--- config.mk ---
export PLATFORM = sky130hd
export DESIGN_NAME = riscv_i32_dmem_access_sequencer
export DESIGN_NICKNAME = d
export VERILOG_FILES = /design/src/rtl/riscv_i32_dmem_access_sequencer.sv
export SDC_FILE = /design/constraint.sdc
export NUM_CORES = 1
export LEC_CHECK = 0
export ABC_CLOCK_PERIOD_IN_PS = 1800
export CORE_MARGIN = 2
export CORE_UTILIZATION = 39
export DETAILED_ROUTE_END_ITERATION = 8
export PLACE_DENSITY_LB_ADDON = 0.3
export SYNTH_ARGS = -nofsm -noshare
export SYNTH_HDL_FRONTEND = slang
export SYNTH_SLANG_ARGS = --single-unit
--- constraint.sdc ---
create_clock -name clk -period 1.8 [get_ports clk]
set_input_delay 0.18 -clock clk [delete_from_list [all_inputs] [get_ports clk]]
set_output_delay 0.18 -clock clk [all_outputs]
set_load 0.005 [all_outputs]
--- src/rtl/riscv_i32_dmem_access_sequencer.sv ---
// riscv_i32_dmem_access_sequencer
//
// Sequences one RV32I load or store from the execute stage onto the
// word-wide data-memory access port. Accesses that cross a 32-bit word
// boundary are split into two aligned beats. For loads, the sequencer drives
// the rotation / byte-clear / byte-enable / sign-extend controls of the
// external read-data merge datapath. It also holds the merge datapath's
// partial result (last_data) between the two beats.
//
// Ports
//   clk, reset_n                 clock, synchronous active-low reset
//   req_*                        execute-stage request (valid/ready handshake)
//   flush                        abandon the in-flight access
//   dmem_access_req__*           memory beat request (word address, lanes, data)
//   dmem_access_resp__ack        current beat completes this cycle
//   read_data_*, sign_extend_*   controls to the read-data merge datapath
//   last_data                    registered partial result fed back to the merge
//   dmem_read_data               merged result from the merge datapath
//   resp_valid/resp_data/resp_split  completion pulse, load data, two-beat flag
module riscv_i32_dmem_access_sequencer (
    input  logic        clk,
    input  logic        reset_n,
    input  logic        req_valid,
    output logic        req_ready,
    input  logic        req_store,
    input  logic [31:0] req_address,
    input  logic [1:0]  req_size,
    input  logic        req_sign_extend,
    input  logic [31:0] req_write_data,
    input  logic        flush,
    output logic        dmem_access_req__valid,
    output logic [31:0] dmem_access_req__address,
    output logic [3:0]  dmem_access_req__byte_enable,
    output logic [31:0] dmem_access_req__write_data,
    output logic        dmem_access_req__write,
    output logic        dmem_access_req__sequential,
    input  logic        dmem_access_resp__ack,
    output logic [1:0]  read_data_rotation,
    output logic [3:0]  read_data_byte_clear,
    output logic [3:0]  read_data_byte_enable,
    output logic        sign_extend_byte,
    output logic        sign_extend_half,
    output logic [31:0] last_data,
    input  logic [31:0] dmem_read_data,
    output logic        resp_valid,
    output logic [31:0] resp_data,
    output logic        resp_split
);

    typedef enum logic [1:0] {
        ST_IDLE  = 2'd0,
        ST_BEAT0 = 2'd1,
        ST_BEAT1 = 2'd2
    } state_t;

    state_t      r_state;
    state_t      w_state_next;
    logic        r_store;
    logic        r_sign;
    logic [1:0]  r_size;
    logic [31:0] r_addr;
    logic [31:0] r_wdata;
    logic [31:0] r_last_data;

    logic [1:0]  w_off;
    logic [3:0]  w_mask_n;     // (1<<n)-1
    logic [7:0]  w_mask8;      // lanes across the two words touched
    logic        w_split;
    logic [3:0]  w_en0;        // result bytes delivered by the first beat
    logic [31:0] w_word_addr;
    logic [31:0] w_rot_wdata;
    logic        w_active;
    logic        w_ack;
    logic        w_final;

    assign w_off       = r_addr[1:0];
    assign w_mask_n    = (r_size == 2'd0) ? 4'h1 : (r_size == 2'd1) ? 4'h3 : 4'hF;
    assign w_mask8     = {4'b0000, w_mask_n} << w_off;
    assign w_split     = |w_mask8[7:4];
    assign w_en0       = w_mask_n & (4'hF >> w_off);
    assign w_word_addr = {r_addr[31:2], 2'b00};
    assign w_active    = (r_state == ST_BEAT0) || (r_state == ST_BEAT1);
    // flush wins over a same-cycle ack; ack outside a beat is ignored
    assign w_ack       = w_active && !flush && dmem_access_resp__ack;
    assign w_final     = (r_state == ST_BEAT1) || ((r_state == ST_BEAT0) && !w_split);
    assign last_data   = r_last_data;

    // Store data rotated left by 8*off so each byte lands on its memory lane
    always_comb begin
        w_rot_wdata = r_wdata;
        case (w_off)
            2'd1:    w_rot_wdata = {r_wdata[23:0], r_wdata[31:24]};
            2'd2:    w_rot_wdata = {r_wdata[15:0], r_wdata[31:16]};
            2'd3:    w_rot_wdata = {r_wdata[7:0],  r_wdata[31:8]};
            default: w_rot_wdata = r_wdata;
        endcase
    end

    always_ff @(posedge clk) begin
        if (!reset_n) begin
            r_state     <= ST_IDLE;
            r_store     <= 1'b0;
            r_sign      <= 1'b0;
            r_size      <= 2'd0;
            r_addr      <= 32'd0;
            r_wdata     <= 32'd0;
            r_last_data <= 32'd0;
        end else begin
            r_state <= w_state_next;
            if (r_state == ST_IDLE && req_valid) begin
                r_store <= req_store;
                r_sign  <= req_sign_extend;
                r_size  <= req_size;
                r_addr  <= req_address;
                r_wdata <= req_write_data;
            end
            if (r_state == ST_BEAT0 && w_ack && !r_store) begin
                r_last_data <= dmem_read_data;
            end
        end
    end

    always_comb begin
        w_state_next                 = r_state;
        req_ready                    = (r_state == ST_IDLE);
        dmem_access_req__valid       = 1'b0;
        dmem_access_req__address     = 32'd0;
        dmem_access_req__byte_enable = 4'h0;
        dmem_access_req__write_data  = 32'd0;
        dmem_access_req__write       = 1'b0;
        dmem_access_req__sequential  = 1'b0;
        read_data_rotation           = 2'd0;
        read_data_byte_clear         = 4'h0;
        read_data_byte_enable        = 4'h0;
        sign_extend_byte             = 1'b0;
        sign_extend_half             = 1'b0;
        resp_valid                   = 1'b0;
        resp_data                    = 32'd0;
        resp_split                   = 1'b0;

        case (r_state)
            ST_IDLE: begin
                if (req_valid) w_state_next = ST_BEAT0;
            end
            ST_BEAT0: begin
                if (flush)        w_state_next = ST_IDLE;
                else if (w_ack)   w_state_next = w_split ? ST_BEAT1 : ST_IDLE;
            end
            ST_BEAT1: begin
                if (flush || w_ack) w_state_next = ST_IDLE;
            end
            default: w_state_next = ST_IDLE;
        endcase

        if (w_active) begin
            dmem_access_req__valid      = !flush;
            dmem_access_req__write      = r_store;
            dmem_access_req__sequential = (r_state == ST_BEAT1);
            if (r_state == ST_BEAT1) begin
                dmem_access_req__address     = w_word_addr + 32'd4;
                dmem_access_req__byte_enable = w_mask8[7:4];
            end else begin
                dmem_access_req__address     = w_word_addr;
                dmem_access_req__byte_enable = w_mask8[3:0];
            end
            if (r_store) begin
                dmem_access_req__write_data = w_rot_wdata;
            end else begin
                read_data_rotation = w_off;
                // First beat clears the result; second beat merges into last_data
                if (r_state == ST_BEAT0) begin
                    read_data_byte_clear  = 4'hF;
                    read_data_byte_enable = w_en0;
                end else begin
                    read_data_byte_enable = w_mask_n & ~w_en0;
                end
                if (w_final) begin
                    sign_extend_byte = r_sign && (r_size == 2'd0);
                    sign_extend_half = r_sign && (r_size == 2'd1);
                end
            end
        end

        if (w_ack && w_final) begin
            resp_valid = 1'b1;
            resp_data  = r_store ? 32'd0 : dmem_read_data;
            resp_split = w_split;
        end
    end

endmodule

==> flow_metrics.py <==
metrics = {
    "synthesis": {
        "synth_top_area_frac": 0.349,
        "yosysSeqAreaShare": 0.349,
        "ys_ff_latch": 102,
        "synthArstFlopShare": 0,
        "synth.distinct_cells": 42,
        "synth_edf_count": 0,
        "synth_area_sq_mm": 0.00585,
        "avgSynthCellArea_sq_um": 7.74,
        "ys_top_cells_by_area": "dfxtp_1 (35%), nand2_1 (14%), mux4_2 (12%), a21oi_1 (10%), and2_1 (3.6%)",
        "synth_top_area_cell": "dfxtp_1",
        "synthCells": 756,
        "ys.flop_type": "dfxtp_1",
        "yosysWarningCount": 0,
    },
    "die": {
        "fp.dieArea_sq_mm": 0.0160,
        "start_util": 0.401,
        "std_cell_rows": 44,
        "die_x_um": 127,
        "die_h_um": 127,
        "core_sq_mm": 0.0146,
        "io_pins": 255,
    },
    "cells_and_area": {
        "finalNetCount": 1253,
        "post-route-util": 0.768,
        "nFillCells": 1007,
        "area_delta_synth_final_pct": 91.3,
        "final_common_cell": "nand2_1",
        "mostFrequentLayoutCells": "nand2_1 (212), clkdlybuf4s50_1 (137), buf_4 (100)",
        "drive_above_1_share": 0.455,
        "insertedDiodeCount": 0,
    },
    "critical_path": {
        "crit_path_end_kind": "output port",
        "cp.arrival_ns": 2.26,
        "crit_required_ns": 1.62,
        "critPathLaunchType": "flop",
        "worstPathMaxFanout": 6,
        "worstSetupPathType": "reg2out",
    },
    "timing": {
        "skew_ns": 0.00572,
        "rsz0062_at_grt": "true",
        "final-setup-viol-count": 146,
        "relSlewSlack": 0.524,
        "final_hold_viol_count": 0,
        "fin_crit_sh": 1.35,
        "clock.fmax_ghz": 0.410,
        "worst_slew_pin_slew_ns": 0.714,
        "finalWorstSetupSlack_ns": -0.638,
        "slew_viol_final": 0,
        "tns_ns": -58.74,
        "period_needed_ns": 2.44,
    },
    "power": {
        "comb_power_share": 0.281,
        "cellLeakagePower_nw": 4.46,
        "power_switching_share": 0.289,
        "power_frac_seq": 0.415,
        "p_sw_w": 0.00173,
        "powerDensity_mw_per_mm2": 534,
        "p_int_w": 0.00425,
        "max-vdd-ir-drop_uv": 537,
        "power_frac_clock": 0.304,
    },
    "clock_network": {
        "postCtsHoldBufs": 0,
        "htreeDepth": 3,
        "clk_pin_slew_ns": 0.07,
        "cts_buffer_depth": 2,
        "cts_tree": "done",
        "cts_buffers": 9,
        "insertion_delay_ns": 0.36,
        "root_buffer": "clkbuf_16",
        "clock_sink_count": 102,
    },
    "detailed_routing": {
        "drtAntennaViolNets": 0,
        "dr_total_vias": 7187,
        "dr.first_iter.drc_count": 400,
        "drt-pass1-iter-count": 5,
        "via_per_inst": 5.40,
        "wl_mm": 25.3,
        "wl_per_cell_um": 19.0,
        "drc_errors": 0,
    },
    "global_route": {
        "overflow": 0,
        "track_usage": 0.291,
        "antenna_found_initial": 0,
        "grt_pass1_vias": 6980,
        "grt_pass1_wl_mm": 37.0,
        "grt_max_degree": 69,
    },
    "status": {
        "violations": "negative setup slack",
        "status": "finished, violations left",
    },
    "place": {
        "globalplace.congestion": 0.886,
        "dp_hpwl_mm": 14.5,
        "dp_slack_ns": -0.661,
        "port_buffers": 252,
    },
    "job": {
        "cap_violations": 0,
    },
    "min_path": {
        "min_path_type": "in2reg",
    },
}
==> cell usage after synthesis, types with 3 or more instances <==
cell	instances
inv_1	15
o21ai_0	8
nor2_1	20
nand2_1	219
dfxtp_1	102
or4_1	12
ha_1	5
xnor2_1	5
a21oi_1	120
buf_4	6
o31ai_1	13
buf_2	3
nor2b_1	34
o21a_1	4
nor3_1	5
mux2i_1	5
nand3_1	11
mux4_2	32
and3_1	4
buf_1	14
nand4_1	6
or4_2	3
and2_1	34
xor2_1	8
clkbuf_1	44
nand2b_1	3
==> through the flow <==
step / cell area, sq um / hold WS [ns] / power [W] / std cells
global placement: 9290 / 0.441 / 0.00371 / 1217
detailed placement: 9290 / 0.446 / 0.00374 / 1217
finish: 11200 / 0.365 / 0.00598 / 1331
CTS: 10700 / 0.361 / 0.00582 / 1313
floorplan: 6000 / 0.296 / 0.00308 / 757
global route: 11200 / 0.378 / 0.00622 / 1331
==> layout make-up <==
type                       count  area, sq um  area share
sequential                   102         2060       0.184
tap                          184          230      0.0206
multi-input combinational    571         4250       0.379
inverter                      15         77.6     0.00693
clock buffer                  10          229      0.0204
clock inverter                 5         36.3     0.00324
timing repair buffer         444         4320       0.386
==> layer usage <==
layer	global-route usage	vias up	share of wire
met2	0.518	347	0.52
li1	-	3332	-
met5	0	-	0
met3	0.0586	57	0.071
met1	0.342	3451	0.38
met4	0.117	0	0.031
==> logic make-up after synthesis <==
group / synth area share
buffers and inverters: 0.0609
AOI/OAI and AO/OA: 0.141
and+or+nand+nor: 0.287
xor gates and xnor gates: 0.0194
other: 0.000641
muxes: 0.132
adders and majority gates: 0.0107
DFF: 0.349
==> timing repair <==
item,in CTS,in global routing
gates resized for setup,653,137
gates cloned,11,5
pin swaps,73,43
buffers inserted,74,40
endpoints found under the setup margin,148,147
==> power by group through the flow <==
stage / Sequential, W / Combinational, W / Clock (W)
2_1_floorplan: 0.00250 / 0.000579 / 0
6_report: 0.00248 / 0.00168 / 0.00182
3_3_place_gp: 0.00251 / 0.00121 / 0
5_1_grt: 0.00249 / 0.00178 / 0.00194
3_5_place_dp: 0.00252 / 0.00122 / 0
4_1_cts: 0.00247 / 0.00151 / 0.00183
==> registers in the layout, summed over array words and instances, names as in the netlist <==
| register | count |
|---|---|
| last_data | 32 |
| r_sign | 1 |
| r_wdata | 32 |
| r_addr | 32 |
| r_size | 2 |
| r_store | 1 |
| r_state | 2 |
==> worst max-delay path, stage by stage, from the launching register on <==
cell,delay (ns)
dfxtp_2,0.33
buf_6,0.12
inv_6,0.07
ha_4,0.15
inv_2,0.04
a221o_1,0.31
a211oi_4,0.28
buf_6,0.15
buf_12,0.11
buf_8,0.11
and2_1,0.11
buf_2,0.11
==> final timing paths <==
path / start / end / slack [ns] / cells past startpoint
max: r_state[1] / resp_data[27] / -0.64 / 11
min: req_write_data[5] / r_wdata[5] / 0.36 / 3
max reg2reg: r_state[0] / r_state[1] / -0.27 / 10
min reg2reg: last_data[23] / last_data[23] / 0.46 / 2
No activity file was read; power rests on OpenSTA's default activity.
